$ cat src/rtl/timer_scheduler.sv
// Four-channel tick timer: free-running prescaler, per-channel one-shot/periodic
// countdown, and one registered event slot fed round-robin with overrun flags.

module timer_channel #(
    parameter int CW = 16
) (
    input  logic          clk,
    input  logic          resetn,
    input  logic          i_tick,
    input  logic          i_cfg_hit,
    input  logic          i_cfg_arm,
    input  logic          i_cfg_periodic,
    input  logic [CW-1:0] i_cfg_load,
    input  logic          i_clr,
    output logic          o_run,
    output logic          o_pend,
    output logic          o_ovr
);
    typedef enum logic {ST_IDLE = 1'b0, ST_RUN = 1'b1} state_t;

    state_t        r_state, w_state_nx;
    logic [CW-1:0] r_cnt, r_reload, w_cnt_nx, w_reload_nx;
    logic          r_periodic, w_periodic_nx;
    logic          r_pend, r_ovr;
    logic          w_expire;

    always_ff @(posedge clk) begin
        if (!resetn) begin
            r_state    <= ST_IDLE;
            r_cnt      <= '0;
            r_reload   <= '0;
            r_periodic <= 1'b0;
            r_pend     <= 1'b0;
            r_ovr      <= 1'b0;
        end else begin
            r_state    <= w_state_nx;
            r_cnt      <= w_cnt_nx;
            r_reload   <= w_reload_nx;
            r_periodic <= w_periodic_nx;
            // a fresh expiry beats a same-edge clear from the event slot
            r_pend     <= w_expire | (r_pend & ~i_clr);
            r_ovr      <= (w_expire & r_pend) | (r_ovr & ~i_clr);
        end
    end

    always_comb begin
        w_state_nx    = r_state;
        w_cnt_nx      = r_cnt;
        w_reload_nx   = r_reload;
        w_periodic_nx = r_periodic;
        w_expire      = 1'b0;
        if (i_cfg_hit) begin
            // any command to this channel swallows a coincident tick
            if (!i_cfg_arm) begin
                w_state_nx = ST_IDLE;
            end else if (i_cfg_load != '0) begin
                w_state_nx    = ST_RUN;
                w_cnt_nx      = i_cfg_load;
                w_reload_nx   = i_cfg_load;
                w_periodic_nx = i_cfg_periodic;
            end
        end else if (i_tick && r_state == ST_RUN) begin
            if (r_cnt == CW'(1)) begin
                w_expire = 1'b1;
                if (r_periodic) w_cnt_nx = r_reload;
                else            w_state_nx = ST_IDLE;
            end else begin
                w_cnt_nx = r_cnt - 1'b1;
            end
        end
    end

    assign o_run  = (r_state == ST_RUN);
    assign o_pend = r_pend;
    assign o_ovr  = r_ovr;
endmodule

module timer_scheduler #(
    parameter int PRESCALE = 999,
    parameter int CW       = 16
) (
    input  logic          clk,
    input  logic          resetn,
    input  logic          i_cfg_valid,
    input  logic [1:0]    i_cfg_ch,
    input  logic          i_cfg_arm,
    input  logic          i_cfg_periodic,
    input  logic [CW-1:0] i_cfg_load,
    output logic          o_tick_out,
    output logic          o_evt_valid,
    output logic [1:0]    o_evt_ch,
    output logic          o_evt_ovr,
    input  logic          i_evt_ready,
    output logic [3:0]    o_active
);
    localparam int PW = (PRESCALE > 0) ? $clog2(PRESCALE + 1) : 1;

    logic [PW-1:0] r_presc;
    logic          w_tick;
    logic [3:0]    w_hit, w_run, w_pend, w_ovr, w_clr;
    logic [1:0]    w_sel, w_idx, r_last_grant, r_evt_ch;
    logic          w_found, w_load, r_evt_valid, r_evt_ovr;

    assign w_tick = (r_presc == PW'(PRESCALE));

    always_ff @(posedge clk) begin
        if (!resetn)     r_presc <= '0;
        else if (w_tick) r_presc <= '0;
        else             r_presc <= r_presc + 1'b1;
    end

    for (genvar g = 0; g < 4; g++) begin : g_ch
        assign w_hit[g] = i_cfg_valid && (i_cfg_ch == 2'(g));
        timer_channel #(.CW(CW)) u_ch (
            .clk            (clk),
            .resetn         (resetn),
            .i_tick         (w_tick),
            .i_cfg_hit      (w_hit[g]),
            .i_cfg_arm      (i_cfg_arm),
            .i_cfg_periodic (i_cfg_periodic),
            .i_cfg_load     (i_cfg_load),
            .i_clr          (w_clr[g]),
            .o_run          (w_run[g]),
            .o_pend         (w_pend[g]),
            .o_ovr          (w_ovr[g])
        );
    end

    // round-robin: first pending channel after the last one granted
    always_comb begin
        w_sel   = r_last_grant;
        w_idx   = '0;
        w_found = 1'b0;
        for (int k = 1; k <= 4; k++) begin
            w_idx = r_last_grant + 2'(k);
            if (!w_found && w_pend[w_idx]) begin
                w_found = 1'b1;
                w_sel   = w_idx;
            end
        end
    end

    assign w_load = (!r_evt_valid || i_evt_ready) && w_found;
    assign w_clr  = w_load ? (4'b0001 << w_sel) : 4'b0000;

    always_ff @(posedge clk) begin
        if (!resetn) begin
            r_evt_valid  <= 1'b0;
            r_evt_ch     <= 2'd0;
            r_evt_ovr    <= 1'b0;
            r_last_grant <= 2'd3;
        end else if (w_load) begin
            r_evt_valid  <= 1'b1;
            r_evt_ch     <= w_sel;
            r_evt_ovr    <= w_ovr[w_sel];
            r_last_grant <= w_sel;
        end else if (i_evt_ready) begin
            r_evt_valid  <= 1'b0;
        end
    end

    assign o_tick_out  = w_tick;
    assign o_evt_valid = r_evt_valid;
    assign o_evt_ch    = r_evt_ch;
    assign o_evt_ovr   = r_evt_ovr;
    assign o_active    = w_run;
endmodule

$ cat config.mk
export PLATFORM = sky130hd
export DESIGN_NAME = timer_scheduler
export DESIGN_NICKNAME = d
export VERILOG_FILES = /design/src/rtl/timer_scheduler.sv
export SDC_FILE = /design/constraint.sdc
export NUM_CORES = 1
export LEC_CHECK = 0
export ABC_AREA = 1
export CAP_MARGIN = 20
export CORE_ASPECT_RATIO = 0.8
export CORE_UTILIZATION = 25
export DETAILED_ROUTE_END_ITERATION = 8
export DONT_BUFFER_PORTS = 1
export RECOVER_POWER = 50
export SLEW_MARGIN = 30
export SYNTH_ARGS = -nofsm -noshare
export SYNTH_HDL_FRONTEND = slang
export SYNTH_SLANG_ARGS = --single-unit
$ cat constraint.sdc
create_clock -name clk -period 1.94 [get_ports clk]
set_clock_uncertainty 0.05 [all_clocks]
set_input_delay 0.291 -clock clk [delete_from_list [all_inputs] [get_ports clk]]
set_output_delay 0.291 -clock clk [all_outputs]
set_load 0.02 [all_outputs]
# Yosys cells after proc, flatten, opt, wreduce, memory -nomap -nowiden

Index checks and enable logic that the tools add are counted.

Bits in registers: 160
Logic and storage cells: 206

Muxes and demuxes: 69
Bitwise logic cells: 25
$add $sub $neg: 8
Magnitude comparators: 5
Shift-type cells: 1
Reductions and logical operators: 41
Eq/ne operators: 28

Operators by type and width:

| cell                  | count |
|---|---|
| $mux 16               | 18 |
| $eq 16x1->1 const B   | 4 |
| $sub 16x1->16 const B | 4 |
| $mux 1                | 41 |
| $reduce_and 4->1      | 8 |
| $reduce_bool 2->1     | 9 |
| $ne 2x2->1 const B    | 8 |
| $reduce_bool 16->1    | 1 |
| $lt 2x3->1 const B    | 5 |
| $and 1x1->1           | 12 |
| $logic_and 1x1->1     | 12 |
| $ne 3x1->1 const B    | 4 |
| $ne 3x3->1 const B    | 4 |
| $reduce_and 3->1      | 4 |
| $add 10x1->10 const B | 1 |
| $bmux 1 s2            | 5 |
| $eq 10x10->1 const B  | 1 |
| $mux 2                | 4 |
| $ne 2x1->1 const B    | 4 |
| $or 1x1->1            | 8 |
| $not 1->1             | 5 |
| $add 2x2->2 const B   | 2 |
| $eq 2x2->1 const B    | 2 |
| $logic_not 1->1       | 4 |
| other kinds (7)       | 7 |

# Depth between registers and ports, before layout

Gate-level depths: netlist of run 1.

Depth after elaboration: 18
Mapped depth: 14

# By module

Synthesis of run 1 repeated with hierarchy kept, for this count alone.

Cell total of the unflattened synthesis: 1688
Area total of the unflattened synthesis: 10206.0 um2

Modules (own cells, without submodules):

| module          | area an instance (um2) | sequential area each (um2) | instances | cells each |
|---|---|---|---|---|
| timer_channel   | 2288.4                 | 720.7                      | 4         | 383 |
| timer_scheduler | 1052.3                 | 320.3                      | 1         | 156 |

# Worst setup path after synthesis of run 1

Ideal clock, no wire load.

Kind: reg-to-reg
From: register r_presc[0]
To: register g_ch[2].u_ch.r_cnt[7]
Setup time: 0.117 ns
Cell stages (with the launch flop): 12
Required time: 1.773 ns
Arrival: 1.701 ns
Path slack: 0.071 ns
Clock period less this slack: 1.869 ns
Path through: dfxtp_1 ha_1 nand2_1 nor3_4 inv_2 nor2_2 o21ai_1 nand2_2 buf_6 o21ai_0 nor2_1 nor2_1

Word-level cells in the longest chain between the ends: 4

Ends and longest elaborated chain:

| element                            | RTL line | RTL |
|---|---|---|
| from (decl)                        | 98       | `logic [PW-1:0] r_presc;` |
| from (signal assigned)             | 109      | `else r_presc <= r_presc + 1'b1;` |
| $eq 10x10->1                       | 104      | `assign w_tick = (r_presc == PW'(PRESCALE));` |
| named net o_tick_out               | 89       | `output logic o_tick_out,` |
| $logic_and 1x1->1                  | 62       | `end else if (i_tick && r_state == ST_RUN) begin` |
| $reduce_bool 2->1 (no source line) | -        |  |
| $reduce_and 4->1 (no source line)  | -        |  |
| to (signal assigned)               | 37       | `r_cnt <= w_cnt_nx;` |
| to (decl)                          | 22       | `logic [CW-1:0] r_cnt, r_reload, w_cnt_nx, w_reload_nx;` |

The timed path passes the listed nets, and every way through them passes these cells.
A chain may end at the register's enable or synchronous reset.

# Worst setup path after layout of run 1

From: register r_presc[0]
To: register g_ch[2].u_ch.r_cnt[15]

Word-level cells in the longest chain between the ends: 4

Ends and longest elaborated chain:

| element                            | RTL line |
|---|---|
| $eq 10x10->1                       | 104 |
| $logic_and 1x1->1                  | 62 |
| $reduce_bool 2->1 (no source line) | - |
| $reduce_and 4->1 (no source line)  | - |

Every way passes these cells.

==> metrics, run 1 <==
DRT iter0 DRCs 864; All-Layer GR Usage 0.167; period utilization 0.969; critical path startpoint category flip-flop; max-slew violations 0; Die Wd 212 um; endpoints failing setup 0; Port Buffers 0; cts bufs inserted 17; mean post-synth cell area 6.62 sq um; 1st-pass router iterations 5; fmax 532 MHz; CTS tree yes; placed inst area 9850 sq um; largest net degree at the start of global routing 78; Area Overhead vs Synth 24.7%; CTS max path bufs 2; commonest non-fill, non-tap cells in the layout 250 x nand2_1, 154 x dfxtp_1, 147 x nor2_1, 132 x a21oi_1, 131 x o21ai_0; Synth warnings 0; Root Driver clkbuf_16; post-DP HPWL 19800 um; via count 9254; share of layout cells above drive strength 1 0.162; crit path max fanout 5; Mapped Area 8860 sq um; Routed WL 30400 um; H-tree depth 4; RD Place Congestion 0.886; total clock sinks 160; global-route wire length before repair 46800 um; die height 170 um; hold_ws 0.00270 ns; Lkg Pwr 0.00460 uW; fin crit period 1.88 ns; VDD IR max 0.658 mV; EDFF count, synth 0; nets@finish 1455; Worst Tran Pin Value 0.600 ns; row count 61; Critical Path RT 2.25 ns; final hold vios 0; final core utilization 0.317; # fillers 3763; Final ANT Viol Nets 0; Synth cell types 46; power density cells 755 nW/um^2; Rel. slew slack 0.600; worst skew pair latency 0.44 ns; most common cell after layout, fill and taps aside nand2_1; max-cap viol count 0; status finished clean; post-layout instance area 11000 sq um; DIE AREA 36200 sq um; vias in the first global route 8515; Post-synth ARST share 0; # IOs 33; Starting Density 0.254; Clock transition at path regs 0.07 ns; Mapped Cells 1338; WP data arrival 2.19 ns; initial antenna violation count 4; FF+latch count, synth 160; Tot Pwr 8330 uW; core area 34800 sq um; Residual DRC 0; Synthesized Nets 1371; CP Class flip-flop to flip-flop; gr ovfl total 0; HP Class primary input to flip-flop; RSZ-0062 raised after global routing yes; DR WL/cell 16.0 um; Seq/Total Area, Yosys 0.362; vias per inst 4.85; ys flop type dfxtp_1; setup_tns 0 ns; Crit. End Element flip-flop
-- final timing paths --
kind                                                start                        end  slack, ns  cells after the start
worst max register to register                 r_presc[0]     g_ch[2].u_ch.r_cnt[15]       0.06                     11
worst max-delay path                           r_presc[0]     g_ch[2].u_ch.r_cnt[15]       0.06                     11
worst min-delay path                               resetn      g_ch[1].u_ch.r_cnt[7]      0.003                      4
worst min register to register  g_ch[3].u_ch.r_reload[11]  g_ch[3].u_ch.r_reload[11]       0.40                      2
-- power breakdown --
group	switching [uW]	internal (uW)	leakage [uW]
clock	1540	1790	0.000272
combinational	935	614	0.00303
sequential	74.5	3390	0.00130
total	2540	5790	0.00460
-- through the flow --
| stage | instances | setup slack, ns |
|---|---|---|
| finish | 1909 | 0.0609 |
| global route | 1907 | -0.0592 |
| floorplan | 1338 | 0.0714 |
| global placement | 1836 | -0.0344 |
| detailed placement | 1836 | -0.145 |
| CTS | 1894 | 0.00132 |
-- kinds of logic (layout without fill, tap and decap cells) --
kind of cell,count (synthesis),after routing,synth area share
flops,160,160,0.362
simple gates,576,578,0.279
buf+inv,211,306,0.100
compound gates,351,351,0.216
xor+xnor,31,31,0.0307
other cells,0,2,0
fa+ha+maj,9,9,0.0127
-- flip-flops by register name (all words and copies together) (netlist names) --
register,cells
g_ch.u_ch.r_cnt,64
g_ch.u_ch.r_reload,64
r_presc,10
g_ch.u_ch.o_ovr,4
g_ch.u_ch.o_pend,4
g_ch.u_ch.o_run,4
g_ch.u_ch.r_periodic,4
o_evt_ch,2
r_last_grant,2
o_evt_ovr,1
o_evt_valid,1
-- worst max-delay path, stage by stage (launching register included) --
cell,delay [ns]
dfxtp_2,0.36
ha_4,0.15
nand2_4,0.05
nor3_4,0.27
inv_2,0.14
nor2_4,0.14
o21ai_2,0.08
nand2_4,0.12
buf_6,0.12
buf_6,0.10
o211ai_1,0.08
a21oi_1,0.14
-- cells in the mapped netlist, drive strengths merged (2+ instances only) --
master	number	area share
nor2	168	0.072
o21bai	2	0.0017
dfxtp	160	0.36
xor2	21	0.021
a211oi	20	0.017
o211ai	23	0.019
nand2	272	0.12
nor4	2	0.0014
o22ai	6	0.0042
clkinv	3	0.0020
buf	30	0.022
nand4	10	0.0071
a31oi	4	0.0028
nor3	23	0.018
inv	144	0.061
a21oi	134	0.076
o21ai	152	0.086
xnor2	10	0.0099
and3	2	0.0014
nand3	94	0.055
clkbuf	34	0.014
o221ai	2	0.0020
or2	3	0.0021
nor3b	2	0.0017
ha	9	0.013
o21a	4	0.0034
-- area by class of cell --
class,count,area (sq um),area share
inverter,147,569,0.0516
sequential,160,3210,0.291
clock buffer,18,429,0.0389
clock inverter,14,130,0.0118
multi-input combinational,969,5020,0.455
tap,472,591,0.0535
antenna,2,5.00,0.000453
timing repair buffer,127,1080,0.0976
-- what timing repair did --
item,4_1_cts,5_1_grt
gates cloned,0,3
resized for setup,4,92
hold buffers,21,0
setup buffers,5,10
pin swaps,2,21
endpoints found under the setup margin,38,73
endpoints found under the hold margin,119,0
-- per-layer routing --
| layer | share of wire | track usage | wire, um | up-vias |
|---|---|---|---|---|
| met5 | 0 | 0 | 0 | - |
| li1 | - | - | - | 4598 |
| met2 | 0.42 | 0.244 | 12700 | 351 |
| met4 | 0.015 | 0.0435 | 451 | 0 |
| met1 | 0.47 | 0.236 | 14200 | 4272 |
| met3 | 0.10 | 0.0511 | 3130 | 33 |
(Power assumes the default switching activity.)
==> run 2: changes to the inputs <==
==> constraint.sdc (replaced) <==
create_clock -name clk -period 1.7 [get_ports clk]
set_clock_uncertainty 0.05 [all_clocks]
set_input_delay 0.255 -clock clk [delete_from_list [all_inputs] [get_ports clk]]
set_output_delay 0.255 -clock clk [all_outputs]
set_load 0.02 [all_outputs]
==> run 2 against run 1 <==
Effect of this change: the flow now finishes with violations (hold timing, setup timing); via count rose by 13%; wire length rose by 14%; count of clock-buffer cells in the layout did not move; design area rose by 26%; maximum frequency rose by 0.54%; core utilization rose by 8.1 points; worst setup slack got worse by 0.23 ns; sequential share of layout area fell by 5.8 points; cell count rose by 9.9%; critical endpoint is now g_ch[0].u_ch.r_cnt[5]; largest power group is now the clock network.
==> metrics, run 2 (synthesis gave the netlist of run 1 again) <==
1st-pass router iterations 6 (was 5); final hold vios 16 (was 0); share of layout cells above drive strength 1 0.371 (was 0.162); top flop regs g_ch.u_ch.r_cnt: 64 flops, g_ch.u_ch.r_reload: 64 flops, r_presc: 10 flops (unchanged); Crit path largest cell delay 0.34 ns (was 0.36 ns); CTS tree yes (unchanged); WP buf/inv 2 (was 3); Hold Buf Count CTS 47 (was 21); internal power 7840 uW (was 5790 uW); vias per inst 4.97 (was 4.85); # fillers 3435 (was 3763); die height 170 um (unchanged); WP data arrival 2.13 ns (was 2.19 ns); Port Buffers 0 (unchanged); Sw Pwr 3100 uW (was 2540 uW); power density cells 788 nW/um^2 (was 755 nW/um^2); logic gate share of total power 0.217 (was 0.186); fin crit period 1.87 ns (was 1.88 ns); Tot Pwr 10900 uW (was 8330 uW); nets@finish 1641 (was 1455); worst skew pair latency 0.44 ns (about the same); Slowest-stage cell, CP dfxtp_2 (unchanged); CTS max path bufs 2 (unchanged); RD Place Congestion 0.875 (was 0.886); status finished with violations (was finished clean); Starting Density 0.254 (unchanged); global-route wire length before repair 51500 um (was 46800 um); max layer used met5 (was met4); max-cap viol count 0 (unchanged); Residual DRC 0 (unchanged); switching share of total power 0.284 (was 0.305); VDD IR max 0.748 mV (was 0.658 mV); Reg2Reg Launch Point g_ch[0].u_ch.r_cnt[1] (was r_presc[0]); CP startpoint g_ch[0].u_ch.r_cnt[1] (was r_presc[0]); Critical Path RT 1.97 ns (was 2.25 ns); Lkg Pwr 0.00581 uW (was 0.00460 uW); Routed WL 34700 um (was 30400 um); # IOs 33 (unchanged); hold_ws -0.104 ns (was 0.00270 ns); R2R Path End g_ch[0].u_ch.r_cnt[5] (was g_ch[2].u_ch.r_cnt[15]); CP Class flip-flop to flip-flop (unchanged); most common cell after layout, fill and taps aside buf_4 (was nand2_1); post-DP HPWL 21300 um (was 19800 um); Die Wd 212 um (unchanged); Clock transition at path regs 0.07 ns (about the same); DRT iter0 DRCs 1043 (was 864); r2r setup slk -0.17 ns (was 0.06 ns); critical path's most frequent cell nor2_1; power share of the sequential group 0.361 (was 0.416); period utilization 1.10 (was 0.969); worst-path cell chain inv_2 -> ha_4 -> nand2_2 -> nor2_1 -> nand4_1 -> buf_4 -> nor2_1 -> a31oi_1 -> o21ai_0 -> a21oi_1 (was ha_4 -> nand2_4 -> nor3_4 -> inv_2 -> nor2_4 -> o21ai_2 -> nand2_4 -> buf_6 -> buf_6 -> o211ai_1 -> a21oi_1); setup_tns -6.07 ns (was 0 ns); failing checks hold timing, setup timing; vias in the first global route 9618 (was 8515); Area Overhead vs Synth 56.7% (was 24.7%); fmax 535 MHz (was 532 MHz); met3 WL 3220 um (was 3130 um); crit path max fanout 13 (was 5); H-tree depth 4 (unchanged); Worst Tran Pin Value 0.563 ns (was 0.600 ns); largest net degree at the start of global routing 83 (was 78); max-slew violations 0 (unchanged); Crit. End Element flip-flop (unchanged); DRT met1 WL 15500 um (was 14200 um); fin worst setup slack -0.169 ns (was 0.0609 ns); final core utilization 0.399 (was 0.317); CP delay by family, top simple AND/OR/NAND/NOR gates (unchanged); core area 34800 sq um (unchanged); area occupied by multi-input gates 5920 sq um (was 5020 sq um); row count 61 (unchanged); Worst Setup EP g_ch[0].u_ch.r_cnt[5] (was g_ch[2].u_ch.r_cnt[15]); critical path startpoint category flip-flop (unchanged); DR WL/cell 16.5 um (was 16.0 um); WP depth 10 (was 11); register area 3230 sq um (was 3210 sq um); cts bufs inserted 17 (unchanged); total clock sinks 160 (unchanged); gr ovfl total 0 (unchanged); HP Class primary input to flip-flop (unchanged); met2 wire len 15200 um (was 12700 um); initial antenna violation count 5 (was 4); Rel. slew slack 0.625 (was 0.600); endpoints failing setup 71 (was 0); Root Driver clkbuf_16 (unchanged); RSZ-0062 raised after global routing yes (unchanged); reg2reg path depth 10 (was 11); DIE AREA 36200 sq um (unchanged); via count 10.4k (was 9254); Clk pwr share 0.421 (was 0.399); commonest non-fill, non-tap cells in the layout 228 x buf_4, 207 x nand2_1, 139 x dfxtp_1, 134 x nor2_1, 112 x inv_1 (was 250 x nand2_1, 154 x dfxtp_1, 147 x nor2_1, 132 x a21oi_1, 131 x o21ai_0); All-Layer GR Usage 0.184 (was 0.167); Final ANT Viol Nets 0 (unchanged)
## run 2: cell count changes in the layout (fill, tap and decap cells not counted), sizes merged
cell          before  now
buf              100  271
dlymetal6s4s       0    1
dlygate4sd3       20   35
diode              2    5
clkinvlp           2    3
nand2            274  272
clkinv             8    6
inv              150  146
bufinv             1    7
## run 2: cell type report
type	instances	share of cell area
multi-input combinational	967	0.427
timing repair inverter	1	0.000631
tap	472	0.0426
timing repair buffer	314	0.204
clock buffer	18	0.0309
sequential	160	0.233
inverter	147	0.0426
antenna	5	0.000902
clock inverter	14	0.0188
## run 2: repair_timing
item | CTS | global route
resized for setup | 210 | 247
endpoints found under the setup margin | 80 | 111
cloned | 5 | 6
setup buffers | 21 | 31
pin swaps | 71 | 95
endpoints found under the hold margin | 126 | 51
## run 2: worst min path at each step
stage | from | endpoint | slack (ns) | cells after the start
floorplan | i_cfg_load[14] | g_ch[0].u_ch.r_reload[14] | 0.34 | 2
global placement | resetn | r_last_grant[1] | 0.33 | 1
detailed placement | resetn | r_last_grant[1] | 0.33 | 1
CTS | resetn | r_last_grant[1] | -0.13 | 1
global route | resetn | r_last_grant[1] | -0.13 | 1
finish | resetn | r_last_grant[1] | -0.10 | 1
## run 2: routing by layer
layer	vias up	global-route usage
met5	-	0
met3	57	0.0511
met1	4943	0.249
li1	5004	-
met2	410	0.277
met4	4	0.0629
## run 2: power groups by stage
stage / sequential, uW / clock [uW] / combinational, uW
6_report: 3950 / 4610 / 2380
5_1_grt: 3960 / 4800 / 2570
4_1_cts: 3940 / 4650 / 2120
3_5_place_dp: 4010 / 0 / 1780
3_3_place_gp: 4010 / 0 / 1760
2_1_floorplan: 4010 / 0 / 1110
## run 2: stage by stage
stage               std cells  setup WS [ns]  cell area [sq um]  hold slack, ns
finish                   2098         -0.169              13900          -0.104
global route             2095         -0.246              13900          -0.126
CTS                      2072         -0.108              12900          -0.129
floorplan                1338        -0.0869               8870           0.344
detailed placement       1973         -0.276              10900           0.327
global placement         1973         -0.214              10900           0.325
